<file path="src/rtl/tdm_dmux.sv">
// tdm_dmux: receive side of a word-interleaved TDM link.
// Collects one word per channel slot into a staging bank, aligned by a frame
// marker, and publishes each complete frame atomically on a parallel bus.
// Optional build macro: TDM_DMUX_SYNC_CHECK_EN enables the misaligned-marker
// pulse on sync_err. When it is undefined, sync_err is tied low.
module tdm_dmux #(
  parameter int WIDTH    = 16,
  parameter int CHANNELS = 4
) (
  input  logic                        clock,
  input  logic                        reset,
  input  logic [WIDTH-1:0]            in,
  input  logic                        in_valid,
  input  logic                        frame,
  output logic [WIDTH*CHANNELS-1:0]   out,
  output logic                        frame_done,
  output logic [CHANNELS-1:0]         chan_strobe,
  output logic [$clog2(CHANNELS)-1:0] slot,
  output logic                        locked,
  output logic                        sync_err
);

  localparam int SLOT_W = $clog2(CHANNELS);
  localparam logic [SLOT_W-1:0] LAST_SLOT = SLOT_W'(CHANNELS - 1);

  localparam logic [0:0] HUNT = 1'b0;
  localparam logic [0:0] LOCK = 1'b1;

  logic [0:0]          state_reg, state_next;
  logic [SLOT_W-1:0]   slot_reg, slot_next;
  logic                publish_reg, publish_next;
  logic                frame_done_reg;
  logic [CHANNELS-1:0] chan_strobe_reg, chan_strobe_next;
  logic                wr_en;
  logic [SLOT_W-1:0]   wr_slot;

  // Decide which staging slot (if any) takes the incoming word and where
  // the slot counter goes next.
  always_comb begin
    state_next   = state_reg;
    slot_next    = slot_reg;
    publish_next = 1'b0;
    wr_en        = 1'b0;
    wr_slot      = '0;
    if (in_valid) begin
      if (frame) begin
        // A marker always restarts at slot 0, abandoning any partial frame.
        wr_en      = 1'b1;
        wr_slot    = '0;
        slot_next  = SLOT_W'(1);
        state_next = LOCK;
      end else if (state_reg == LOCK) begin
        wr_en   = 1'b1;
        wr_slot = slot_reg;
        if (slot_reg == LAST_SLOT) begin
          slot_next    = '0;
          publish_next = 1'b1;
        end else begin
          slot_next = slot_reg + SLOT_W'(1);
        end
      end
    end
    chan_strobe_next = wr_en ? (CHANNELS'(1) << wr_slot) : '0;
  end

  // Control state, slot counter and the one-cycle status pulses.
  always_ff @(posedge clock) begin
    if (reset) begin
      state_reg       <= HUNT;
      slot_reg        <= '0;
      publish_reg     <= 1'b0;
      frame_done_reg  <= 1'b0;
      chan_strobe_reg <= '0;
    end else begin
      state_reg       <= state_next;
      slot_reg        <= slot_next;
      publish_reg     <= publish_next;
      frame_done_reg  <= publish_reg;
      chan_strobe_reg <= chan_strobe_next;
    end
  end

  // Per-channel staging word and published output word. The published copy
  // samples the staging bank one edge after the last slot is written, so a
  // slot-0 word arriving on that same edge cannot corrupt the old frame.
  generate
    for (genvar gi = 0; gi < CHANNELS; gi++) begin : gen_slot
      logic [WIDTH-1:0] stage_reg;
      logic [WIDTH-1:0] out_word_reg;

      // Staging write for this channel slot.
      always_ff @(posedge clock) begin
        if (reset) begin
          stage_reg <= '0;
        end else if (wr_en && (wr_slot == SLOT_W'(gi))) begin
          stage_reg <= in;
        end
      end

      // Atomic publish of this channel's word when a frame completes.
      always_ff @(posedge clock) begin
        if (reset) begin
          out_word_reg <= '0;
        end else if (publish_reg) begin
          out_word_reg <= stage_reg;
        end
      end

      assign out[gi*WIDTH +: WIDTH] = out_word_reg;
    end
  endgenerate

`ifdef TDM_DMUX_SYNC_CHECK_EN
  logic sync_err_reg;
  logic misalign;

  assign misalign = in_valid && frame && (state_reg == LOCK) && (slot_reg != '0);

  // Flag a marker that arrives mid-frame; lands with chan_strobe[0].
  always_ff @(posedge clock) begin
    if (reset) begin
      sync_err_reg <= 1'b0;
    end else begin
      sync_err_reg <= misalign;
    end
  end

  assign sync_err = sync_err_reg;
`else
  assign sync_err = 1'b0;
`endif

  assign frame_done  = frame_done_reg;
  assign chan_strobe = chan_strobe_reg;
  assign slot        = slot_reg;
  assign locked      = (state_reg == LOCK);

endmodule

</file>
<file path="config.mk">
export PLATFORM = sky130hd
export DESIGN_NAME = tdm_dmux
export DESIGN_NICKNAME = d
export VERILOG_FILES = /design/src/rtl/tdm_dmux.sv
export SDC_FILE = /design/constraint.sdc
export NUM_CORES = 1
export LEC_CHECK = 0
export ABC_AREA = 1
export BUFFER_PORTS_ARGS = -buffer_cell sky130_fd_sc_hd__buf_2
export CAP_MARGIN = 30
export CORE_MARGIN = 2
export CORE_UTILIZATION = 46
export DETAILED_ROUTE_END_ITERATION = 6
export PLACE_DENSITY_LB_ADDON = 0.08
export SYNTH_ARGS = -nofsm -noshare
export SYNTH_HDL_FRONTEND = slang
export SYNTH_SLANG_ARGS = --single-unit
</file>
<file path="constraint.sdc">
create_clock -name clock -period 1.6 [get_ports clock]
set_input_delay 0.16 -clock clock [delete_from_list [all_inputs] [get_ports clock]]
set_output_delay 0.16 -clock clock [all_outputs]
set_load 0.02 [all_outputs]
</file>
==> results.md <==
STA:
- The worst path meets setup with between 0.15 and 0.2 ns of slack.
- The summed negative setup slack over all endpoints is 0 ns.
- The max-slew violation count came to 0.
- The worst path in the final design needs a cycle of ~1.4 ns, including I/O delays and setup.
- Setup repair after global routing left no endpoint under its margin.
- The hold violation total from the final report is 0.
- The final critical path takes up about nine tenths of the cycle.
- Setup violations remaining at the end of the flow were counted as 0.
- The highest attainable clock frequency is between 700 and 800 MHz.
- Across the routed clock network, the largest skew measured is 0.00710 ns.

Synthesis:
- Of all cell types, the one taking the most synthesized area is dfxtp_1.
- The warning count from the yosys run is 0.
- The mapped netlist covers between 0.005 and 0.006 sq mm.
- Sequential cells were found to cover 52.9% of the synthesized design area.
- The number of enable-type register cells in the synthesized netlist is 0.
- After synthesis, the cell types taking the most area are dfxtp_1 53%, nor2_1 11%, nand2_1 7.2%.
- Of all flip-flops after synthesis, the portion carrying an async set or reset was 0%.
- Summed over its instances, the top area cell type makes up about 53% of the synthesized netlist area.
- The prevailing post-synth register cell is dfxtp_1.
- The unique cell type count in the Yosys netlist is 22.
- nor2_1 is the most common cell in the netlist.
- After synthesis the netlist holds a flip-flop and latch count of roughly 140.
- After technology mapping, the gate count stands at about 670.
- The number of nets handed over by synthesis was 687.
- Counting instances in the post-synthesis netlist gives the leading cell types as 149 x nor2_1, 137 x dfxtp_1, 99 x nand2_1.
- The post-synthesis area per instance is a little under 8 sq um.

Drt:
- The DRC violation count after routing is 0.
- Summed over all layers, the routed wires come to around 12000 um.
- The remaining antenna violation count after routing is 0.
- The routed wire length on met2 is 5550 um.
- The highest metal layer used by the detailed router is met4.
- Dividing the detail-routed wire length by the instance count gives approximately 14 um.
- The routed metal-1 wirelength is about 5800 um.
- The number of iterations in the first detailed-routing pass is 5.
- The number of vias in the routed layout is 4325.
- The number of violations reported at the end of detailed-routing iteration 0 is ~190.
- The routed length on met3 is between 800 and 900 um.
- Using the TritonRoute via totals, the vias-per-cell ratio works out to 4.83.

Pwr:
- Across the VDD grid, the largest voltage drop is about 0.78 mV.
- Power comes to around 8 mW.
- Power spread over the standard cell area amounts to around 1300 mW/mm^2.
- The leakage component of the power is 3.20 nW.

Final layout:
- The final-stage net count is 764.
- Across the whole layout, storage elements account for 0.00274 sq mm.
- The antenna diode count is 0.
- The multi-input combinational cell area is approximately 0.0019 sq mm.
- The share of final-layout standard cells stronger than drive strength 1 is between 20% and 30%.
- From synthesis to final layout, the design area changed by 21.6%.
- The filler cell count in the final layout is slightly above 1k.
- The count of cells in the finished layout, fillers not included, comes to 896.

Worst hold path:
- In this run the most critical hold path is launched from in[1].
- The type of the tightest min-delay check is primary input to flip-flop.

Clock tree:
- In this run, post-CTS repair resized a total of 0 instances.
- Clock-pin slew was measured on the worst setup and hold paths at roughly 0.060 ns.
- The clock passes through at most 2 buffers.
- In this run, post-CTS hold repair placed 0 buffers.
- The number of post-CTS setup repair buffers is 0.
- Clock latency on the worst-skew pair, taken at its later pin, is approximately 0.4 ns.
- TritonCTS built the clock tree.
- The number of levels in the clock H-tree is 4.
- In this run, CTS created clock tree buffers numbering 17.
- The cell at the root of the clock tree is clkbuf_16.
- The clock net in this run drives a total of roughly 140 sinks.

GRT:
- Across every metal layer, demand over resource in global routing totals a little over a fifth.
- The number of antenna violations at the first check in global routing is 0.
- After global routing the overflow that remains totals 0.
- The wire length of the first global-routing pass is between 15000 and 20000 um.
- Entering global routing, the biggest net connects around 120 pins.
- The number of global-route vias before repair came to 3847.

Floorplanning:
- The die is ~110 um wide.
- From bottom edge to top edge, the die measures ~110 um.
- The die footprint is 0.0121 sq mm.
- The number of rows created at floorplan is 38.
- The starting density of the core is 47.4%.
- In this run the count of I/O pins placed on the die edge is 93.
- The core region is between 0.01 and 0.015 sq mm.

Worst setup path:
- Tracing the worst setup path back leads to its startpoint at locked.
- The cell with the largest stage delay on the worst path is dfxtp_1.
- The data required time at the worst endpoint is roughly 1.9 ns.
- In this run the critical register-to-register path is launched from locked.
- The largest fanout on the critical path is 19.
- STA puts the critical path data arrival time at 1.70 ns.
- The critical path capture point type is a flip-flop.
- The worst setup path is of the flip-flop to flip-flop kind.
- Walking the worst path, the cells encountered are nand2_2 > nor2_4 > nand2_4 > nand2_1 > a21oi_1.
- The largest single stage delay on the critical path is around 0.38 ns.
- The worst setup path is launched from a flip-flop.

Placed design:
- In this run the tool buffered the top-level ports with a little over 90 buffer cells.
- Once detailed placement completed, the half-perimeter wirelength came to around 7700 um.
- The placed instance count is around 860.
- At the end of routability-driven placement, the weighted congestion stood at between 0.8 and 0.9.
- Timing analysis after detailed placement gives a worst setup slack of slightly above 0.2 ns.

Status:
- The run finished with clean final reports.

Job:
- The max-cap check violation count is 0.
[worst max-delay path, delay by kind of cell, from the launching register on]
kind	cells	cell delay, ns
flops	1	0.38
simple gates	4	0.84
compound gates	1	0.06
[worst paths after layout]
path / to / slack, ns / cells past startpoint
worst max-delay path: gen_slot[2].stage_reg[10] / 0.19 / 5
worst min-delay path: gen_slot[3].stage_reg[1] / 0.09 / 3
worst max register to register: gen_slot[2].stage_reg[10] / 0.19 / 5
worst min register to register: gen_slot[1].out_word_reg[5] / 0.46 / 2
[cell usage in the layout, fill, tap and decap left out, types with 4 or more instances in the layout]
cell,netlist,layout
a21oi_1,66,66
buf_2,12,91
buf_4,4,8
bufinv_16,0,6
clkbuf_16,0,17
dfxtp_1,137,136
inv_1,56,55
nand2_1,99,99
nand2_2,4,4
nand3_1,24,24
nand3_2,10,10
nor2_1,149,149
o21ai_0,65,65
[power by group]
part	total, mW	switching [mW]	internal [mW]	leakage, nW
logic	0.311	0.215	0.0955	1.77
registers	3.49	0.0285	3.46	1.11
clock network	4.45	1.44	3.01	0.323
total	8.25	1.68	6.56	3.20
[through the flow]
| stage | hold WS (ns) | utilization, % | instance area (sq um) |
|---|---|---|---|
| 2_1_floorplan | 0.229 | - | 5190 |
| 3_3_place_gp | 0.445 | 51.5 | 5630 |
| 3_5_place_dp | 0.446 | 51.5 | 5630 |
| 4_1_cts | 0.0685 | 57.7 | 6310 |
| 5_1_grt | 0.0915 | 57.7 | 6310 |
| 6_report | 0.0905 | 57.7 | 6310 |
[logic make-up after synthesis]
family	synth area share, %
adders and majority gates	0.241
AOI/OAI and AO/OA	12.8
DFF	52.9
buffers and inverters	9.70
other	0.0723
and+or+nand+nor	24.3
[layer usage]
layer / vias to the layer above / track usage, %
li1: 2256 / -
met1: 1963 / 28.9
met2: 95 / 32.9
met3: 11 / 5.70
met4: 0 / 7.05
met5: - / 0
[final cells by class]
| class | instances | area share (%) |
|---|---|---|
| Clock buffer | 21 | 7.30 |
| Clock inverter | 11 | 3.45 |
| Inverter | 57 | 3.39 |
| Multi-Input combinational cell | 429 | 30.8 |
| Sequential cell | 137 | 43.5 |
| Tap cell | 140 | 2.78 |
| Timing Repair Buffer | 101 | 8.81 |
Note: power is estimated with default switching activity, not from simulation.
